[src/rtl/btn_debounce_multi.sv]
// Multi-channel push-button conditioner.
// Each channel has an input synchroniser, optional inversion, a tick-paced
// debounce counter, one-clock press/release strobes, and a long-press detector
// with optional auto-repeat.
//
// Handshake note: there is no valid/ready handshake in this block. tick is a
// single-cycle enable; every strobe output (btn_rise, btn_fall, btn_hold) is
// high for exactly one clk_100Mhz cycle and carries no backpressure.
module btn_debounce_multi #(
  parameter int N_CH          = 3,
  parameter int CNT_MAX       = 10,
  parameter int SYNC_STAGES   = 2,
  parameter int ACTIVE_LOW_IN = 0,
  parameter int HOLD_TICKS    = 500,
  parameter int REPEAT_TICKS  = 100
) (
  input  logic            clk_100Mhz,
  input  logic            rst_n,
  input  logic            tick,
  input  logic [N_CH-1:0] btn_raw,
  output logic [N_CH-1:0] btn_db,
  output logic [N_CH-1:0] btn_rise,
  output logic [N_CH-1:0] btn_fall,
  output logic [N_CH-1:0] btn_hold
);

  localparam int DW_RAW = $clog2(CNT_MAX + 1);
  localparam int DW     = (DW_RAW < 1) ? 1 : DW_RAW;
  localparam int HMAX   = (HOLD_TICKS > REPEAT_TICKS) ? HOLD_TICKS : REPEAT_TICKS;
  localparam int HW     = $clog2(HMAX + 1);

  localparam logic [DW-1:0] DCNT_LAST = DW'(CNT_MAX - 1);
  localparam logic [HW:0]   HOLD_T    = (HW+1)'(HOLD_TICKS);
  localparam logic [HW:0]   REP_T     = (HW+1)'(REPEAT_TICKS);
  localparam logic          INV       = (ACTIVE_LOW_IN != 0);

  // Inversion happens ahead of the synchroniser so that the all-zero reset
  // value of the flops always means "released".
  logic [N_CH-1:0] w_in;
  logic [N_CH-1:0] w_sync;
  logic [N_CH-1:0] r_sync [SYNC_STAGES];

  assign w_in   = btn_raw ^ {N_CH{INV}};
  assign w_sync = r_sync[SYNC_STAGES-1];

  // Raw-input synchroniser chain, runs every clock regardless of tick.
  always_ff @(posedge clk_100Mhz or negedge rst_n) begin
    if (!rst_n) begin
      for (int k = 0; k < SYNC_STAGES; k++) r_sync[k] <= '0;
    end else begin
      r_sync[0] <= w_in;
      for (int k = 1; k < SYNC_STAGES; k++) r_sync[k] <= r_sync[k-1];
    end
  end

  for (genvar g = 0; g < N_CH; g++) begin : g_ch
    logic          r_db;
    logic          r_rise;
    logic          r_fall;
    logic          r_hold;
    logic          r_rep;
    logic [DW-1:0] r_dcnt;
    logic [HW-1:0] r_hcnt;
    logic          w_mismatch;
    logic          w_accept;
    logic [HW:0]   w_hnext;

    // w_accept marks the tick on which a new level is taken; it also tells
    // the hold logic that a release on this tick overrides any hold strobe.
    assign w_mismatch = w_sync[g] ^ r_db;
    assign w_accept   = w_mismatch & (r_dcnt == DCNT_LAST);
    assign w_hnext    = {1'b0, r_hcnt} + {{HW{1'b0}}, 1'b1};

    // Debounce, edge strobes and long-press/repeat detection for one channel.
    always_ff @(posedge clk_100Mhz or negedge rst_n) begin
      if (!rst_n) begin
        r_db   <= 1'b0;
        r_rise <= 1'b0;
        r_fall <= 1'b0;
        r_hold <= 1'b0;
        r_rep  <= 1'b0;
        r_dcnt <= '0;
        r_hcnt <= '0;
      end else begin
        r_rise <= 1'b0;
        r_fall <= 1'b0;
        r_hold <= 1'b0;
        if (tick) begin
          if (!w_mismatch) begin
            r_dcnt <= '0;
          end else if (w_accept) begin
            r_db   <= w_sync[g];
            r_dcnt <= '0;
            r_rise <= w_sync[g];
            r_fall <= ~w_sync[g];
          end else begin
            r_dcnt <= r_dcnt + 1'b1;
          end

          // The rise tick sees r_db=0, so hold counting starts one tick later.
          if (r_db) begin
            if (w_accept) begin
              r_hcnt <= '0;
              r_rep  <= 1'b0;
            end else if (!r_rep) begin
              if (w_hnext >= HOLD_T) begin
                r_hold <= 1'b1;
                r_rep  <= 1'b1;
                r_hcnt <= '0;
              end else begin
                r_hcnt <= w_hnext[HW-1:0];
              end
            end else if (REPEAT_TICKS != 0) begin
              if (w_hnext >= REP_T) begin
                r_hold <= 1'b1;
                r_hcnt <= '0;
              end else begin
                r_hcnt <= w_hnext[HW-1:0];
              end
            end
          end
        end
      end
    end

    assign btn_db[g]   = r_db;
    assign btn_rise[g] = r_rise;
    assign btn_fall[g] = r_fall;
    assign btn_hold[g] = r_hold;
  end

endmodule
[config.mk]
export PLATFORM = sky130hd
export DESIGN_NAME = btn_debounce_multi
export DESIGN_NICKNAME = d
export VERILOG_FILES = /design/src/rtl/btn_debounce_multi.sv
export SDC_FILE = /design/constraint.sdc
export NUM_CORES = 1
export LEC_CHECK = 0
export CAP_MARGIN = 40
export CORE_MARGIN = 5
export CORE_UTILIZATION = 45
export DETAILED_ROUTE_END_ITERATION = 6
export PLACE_DENSITY = 0.67
export SLEW_MARGIN = 20
export SYNTH_ARGS = -nofsm -noshare
export SYNTH_HDL_FRONTEND = slang
export SYNTH_SLANG_ARGS = --single-unit
export TNS_END_PERCENT = 5
[constraint.sdc]
create_clock -name clk_100Mhz -period 2.8 [get_ports clk_100Mhz]
set_input_delay 0.28 -clock clk_100Mhz [delete_from_list [all_inputs] [get_ports clk_100Mhz]]
set_output_delay 0.28 -clock clk_100Mhz [all_outputs]
set_load 0.05 [all_outputs]
Yosys cells after proc, flatten, opt, wreduce, memory -nomap -nowiden
Cells that the tools add are included.
{"block": "classes", "n_addsub": 6, "n_lt_le_gt_ge": 6, "n_eq_ne": 3, "mux": 60, "bitwise_logic": 9, "n_reduce_logical": 6}
{"cell": "2-to-1 mux 9 bit", "count": 12}
{"cell": "2-to-1 mux 1 bit", "count": 42}
{"cell": "adder 9 x 1 -> 10 bit, second input constant", "count": 3}
{"cell": "greater-or-equal comparator 10 x 7 -> 1 bit, second input constant", "count": 3}
{"cell": "greater-or-equal comparator 10 x 9 -> 1 bit, second input constant", "count": 3}
{"cell": "2-to-1 mux 4 bit", "count": 6}
{"cell": "adder 4 x 1 -> 4 bit, second input constant", "count": 3}
{"cell": "equality test 4 bit, second input constant", "count": 3}
{"cell": "AND reduction 3 bit", "count": 3}
{"cell": "AND reduction 2 bit", "count": 3}
{"cell": "AND 1 bit", "count": 3}
{"cell": "NOT 1 bit", "count": 3}
{"cell": "XOR 1 bit", "count": 3}
{"block": "totals", "register_bits": 60, "inputBits": 6, "output_inout_bits": 12}

Logic depth before layout (Yosys ltp)
{"block": "depth", "ltp_word": 7, "mapped_depth": 10, "depth_no_buf": 9}

Least setup slack after synthesis
No wires, ideal clock.
{"block": "synth_timing", "path_kind": "reg-to-reg", "start": "reg g_ch[0].r_hcnt[0]", "end": "reg g_ch[0].r_hcnt[4]", "setup_time_ns": 0.124, "arrival_ns": 2.167, "required_time_ns": 2.676, "setup_slack_ns": 0.509, "stages_incl_launch_ff": 11, "n_path_buf": 2, "period_less_slack_ns": 2.291, "path_cell_list": "dfrtp_1 ha_1 buf_6 and2_1 a21oi_1 or4_4 a21oi_2 o211a_1 buf_6 nor3_2 a211o_1"}
{"block": "synth_between", "elab_chain_len": 5, "elab_cells_between_ends": 7, "cone_classes": "add/sub (1); order compare (2); mux (4)"}
{"element": "start: declaration", "line_no": "63", "text": "logic [HW-1:0] r_hcnt;"}
{"element": "start signal: assignment", "line_no": "111", "text": "r_hcnt <= w_hnext[HW-1:0];"}
{"element": "start signal: assignment", "line_no": "118", "text": "r_hcnt <= w_hnext[HW-1:0];"}
{"element": "adder 9 x 1 -> 10 bit *", "line_no": "72", "text": "assign w_hnext = {1'b0, r_hcnt} + {{HW{1'b0}}, 1'b1};"}
{"element": "greater-or-equal comparator 10 x 9 -> 1 bit or greater-or-equal comparator 10 x 7 -> 1 bit (tied branches)", "line_no": "106, 114"}
{"element": "2-to-1 mux 9 bit (on tied branches)", "line_no": "106, 114"}
{"element": "2-to-1 mux 9 bit *", "line_no": "105", "text": "end else if (!r_rep) begin"}
{"element": "2-to-1 mux 9 bit *", "line_no": "102", "text": "if (w_accept) begin"}
Every way passes the cells marked *; elsewhere a longest branch is shown, timed or not.
A chain may end at the register's enable or synchronous reset.

Worst setup path in the final report
{"block": "layout_timing", "start": "reg g_ch[0].r_hcnt[1]", "end": "reg g_ch[0].r_hcnt[3]"}
Same word-level chain as after synthesis.

==> results.txt <==
nets - 419
Post-Syn Area - 3650 um^2
cts hold-fix bufs - 0
first drt pass iteration count - 4
antenna violations before repair - 0
CP Capture Type - flip-flop
WP data arrival - 2.82 ns
core footprint - 7810 um^2
Die W - 100 um
power density cells - 488 nW/um^2
CP Max Fanout - 10
ys flop type - dfrtp_1
Final Cell Area - 3980 um^2
Final Hold Violating Endpoints - 15
drt initial violations - 96
Total GRT Usage - 15.5%
yosys warns - 0
wire per inst - 14.4 um
Max Root-Sink Buffers - 2
Post-Route Setup TNS - 0 ns
startpoint types - flip-flop
period utilization - 92.5%
Async S/R FF share, synth - 100%
IO Count - 18
Seq cells post-synth - 60
Initial Util - 46.7%
clock skew - 0.00861 ns
vias in the first global route - 2,780
Detailed Place HPWL - 5170 um
Num CTS Buffers - 9
Placed Area - 3760 um^2
share of layout cells above drive strength 1 - 10.8%
sequential element share of the synthesized area - 41.2%
Post-Route WL - 7320 um
IO Port Bufs - 17
H-tree Lvls - 3
Post-DRT Antenna Nets - 0
CTS tree - built
first-pass GRT wire length - 12,700 um
P_leak - 1.66 nW
Max Clock Freq - 0.386 GHz
worst hold path class - in -> async
average size of a mapped cell - 9.16 um^2
final max-slew violation count - 0
Root Driver - clkbuf_8
total power - 1.94 mW
P&R area growth vs syn - 9.13%
Syn Inst Count - 398
Max VDD drop - 0.441 mV
critical path class - reg -> reg
RSZ-0062 raised after global routing - no
number of diodes - 0
Clk Latency, worst-skew pair - 0.34 ns
Vias/cell - 5.75
worst-margin pin slew - 0.715 ns
Final Hold Slack - -0.0115 ns
Worst EP required - 3.03 ns
Die H - 100 um
DRC - 0
Util after Layout - 51.0%
clk sinks - 60
Post-synth EDFFs - 0
status - finished, violations left
floorplan row count - 32
clock slew at reported path FFs - 0.07 ns
GR Overflow Total - 0
Placer Congestion - 0.869
Setup violations, final - 0
Tmin final - 2.59 ns
syn nets - 416
failing checks - negative hold slack
synth unique cells - 68
Max-slew headroom - 52.3%
die area - 10,000 um^2
largest net degree at the start of global routing - 32
vias - 2,922
Max Cap Viol - 0
-- sequential cells by signal (all words and copies together), names as in the netlist --
register	flops
g_ch.r_hcnt	27
g_ch.r_dcnt	12
g_ch.r_db	3
g_ch.r_fall	3
g_ch.r_hold	3
g_ch.r_rep	3
g_ch.r_rise	3
r_sync	3
w_sync	3
-- cell families after synthesis --
kind of cell | after synthesis | synth area share (%)
flip-flops | 60 | 41.2
adder cells (fa/ha/maj) | 12 | 4.12
XOR/XNOR | 6 | 1.44
multiplexers | 9 | 2.61
AO/OA/AOI/OAI | 100 | 18.3
AND/OR/NAND/NOR | 164 | 24.2
buffers and inverters | 47 | 8.13
-- final cells by class --
cell class / count / area (um^2)
Clock buffer: 12 / 145
Fill cell: 722 / 3830
Inverter: 13 / 48.8
Timing Repair Buffer: 26 / 233
Sequential cell: 60 / 1500
Multi-Input combinational cell: 291 / 1850
Tap cell: 102 / 128
Clock inverter: 4 / 72.6
-- Yosys cell counts, types with 2 or more instances --
| master | n | area (um^2) |
|---|---|---|
| mux2_2 | 4 | 45.0 |
| inv_1 | 13 | 48.8 |
| mux2i_1 | 5 | 50.1 |
| buf_6 | 6 | 67.6 |
| and3_1 | 12 | 75.1 |
| o31ai_1 | 5 | 37.5 |
| clkbuf_1 | 6 | 22.5 |
| o21ai_0 | 30 | 150 |
| clkbuf_8 | 2 | 27.5 |
| o211a_1 | 3 | 30.0 |
| nand4b_1 | 4 | 35.0 |
| o22ai_1 | 4 | 25.0 |
| o211ai_1 | 3 | 22.5 |
| nor4_1 | 9 | 56.3 |
| a21o_1 | 3 | 22.5 |
| nand2_1 | 36 | 135 |
| a211oi_1 | 2 | 15.0 |
| a31oi_1 | 10 | 62.6 |
| nor2_1 | 19 | 71.3 |
| buf_2 | 7 | 35.0 |
| buf_4 | 12 | 90.1 |
| nand2b_1 | 3 | 18.8 |
| nor3b_1 | 4 | 30.0 |
| ha_1 | 12 | 150 |
| dfrtp_1 | 60 | 1500 |
| nor2b_1 | 3 | 18.8 |
| xnor2_1 | 2 | 17.5 |
| nand4_1 | 6 | 37.5 |
| a31o_2 | 2 | 17.5 |
| a41oi_1 | 2 | 17.5 |
| a22o_1 | 4 | 35.0 |
| and2_1 | 6 | 37.5 |
| nand3b_1 | 4 | 30.0 |
| a21oi_1 | 16 | 80.1 |
| xor2_1 | 4 | 35.0 |
| nor3_1 | 17 | 85.1 |
| nand3_1 | 26 | 130 |
| or3_1 | 2 | 12.5 |
-- worst max-delay path, cell delays in order (launching register included) --
cell     delay (ns)
dfrtp_1        0.46
ha_2           0.34
and2_1         0.22
a21oi_1        0.09
or4_4          0.50
a21oi_2        0.11
o211a_1        0.33
buf_4          0.19
o21ai_0        0.07
a21o_1         0.17
-- routing by layer --
| layer | GRT usage [%] | part of all wire (%) |
|---|---|---|
| met4 | 5.49 | 1.7 |
| met5 | 0 | 0 |
| met1 | 21.5 | 50 |
| met2 | 23.7 | 45 |
| met3 | 3.89 | 3.2 |
-- through the flow --
stage               instances  worst slack (ns)
floorplan                 398             0.509
global placement          492             0.245
detailed placement        492             0.147
CTS                       508             0.130
global route              508            0.0627
finish                    508             0.211
-- worst paths after layout --
kind,to,slack [ns],depth (start not counted),startpoint
min in group clk_100Mhz,w_sync[0]$_DFF_PN0_,0.35,0,r_sync[3]$_DFF_PN0_
setup / recovery,g_ch[0].r_hcnt[3]$_DFFE_PN0P_,0.21,9,g_ch[0].r_hcnt[1]$_DFFE_PN0P_
max in group asynchronous,g_ch[2].r_hcnt[2]$_DFFE_PN0P_,2.11,2,rst_n
hold / removal,g_ch[1].r_hcnt[2]$_DFFE_PN0P_,-0.01,1,rst_n
hold reg to reg,w_sync[0]$_DFF_PN0_,0.35,0,r_sync[3]$_DFF_PN0_
setup reg to reg,g_ch[0].r_hcnt[3]$_DFFE_PN0P_,0.21,9,g_ch[0].r_hcnt[1]$_DFFE_PN0P_
-- layout by cell type (no fill, tap or decap), types with 3 or more instances in the layout --
cell              n
o22ai_1           4
xor2_1            4
mux2i_1           5
a31oi_1          10
and3_1           12
and2_1            6
dfrtp_1          60
mux2_2            4
nand4_1           6
nor3b_1           4
nor2b_1           3
a21o_1            3
clkbuf_8         10
nand3_1          26
a21oi_1          16
nand4b_1          4
nand2b_1          3
nand2_1          36
o211a_1           3
nor4_1            9
ha_1             11
o31ai_1           5
o211ai_1          3
o21ai_0          30
buf_4             9
inv_1            13
nor2_1           19
nor3_1           17
nand3b_1          4
a22o_1            4
clkdlybuf4s50_1  16
-- repair_timing --
item,in CTS,in global routing
gates resized for setup,0,1
buffers inserted,0,0
endpoints found under the hold margin,0,0
setup endpoints to repair,0,1
-- where the power goes --
part / total, mW / switching (mW) / internal [mW]
registers: 0.952 / 0.0474 / 0.904
logic: 0.134 / 0.0764 / 0.0575
clock network: 0.855 / 0.330 / 0.524
total: 1.94 / 0.454 / 1.49
No activity file was read; power rests on OpenSTA's default activity.
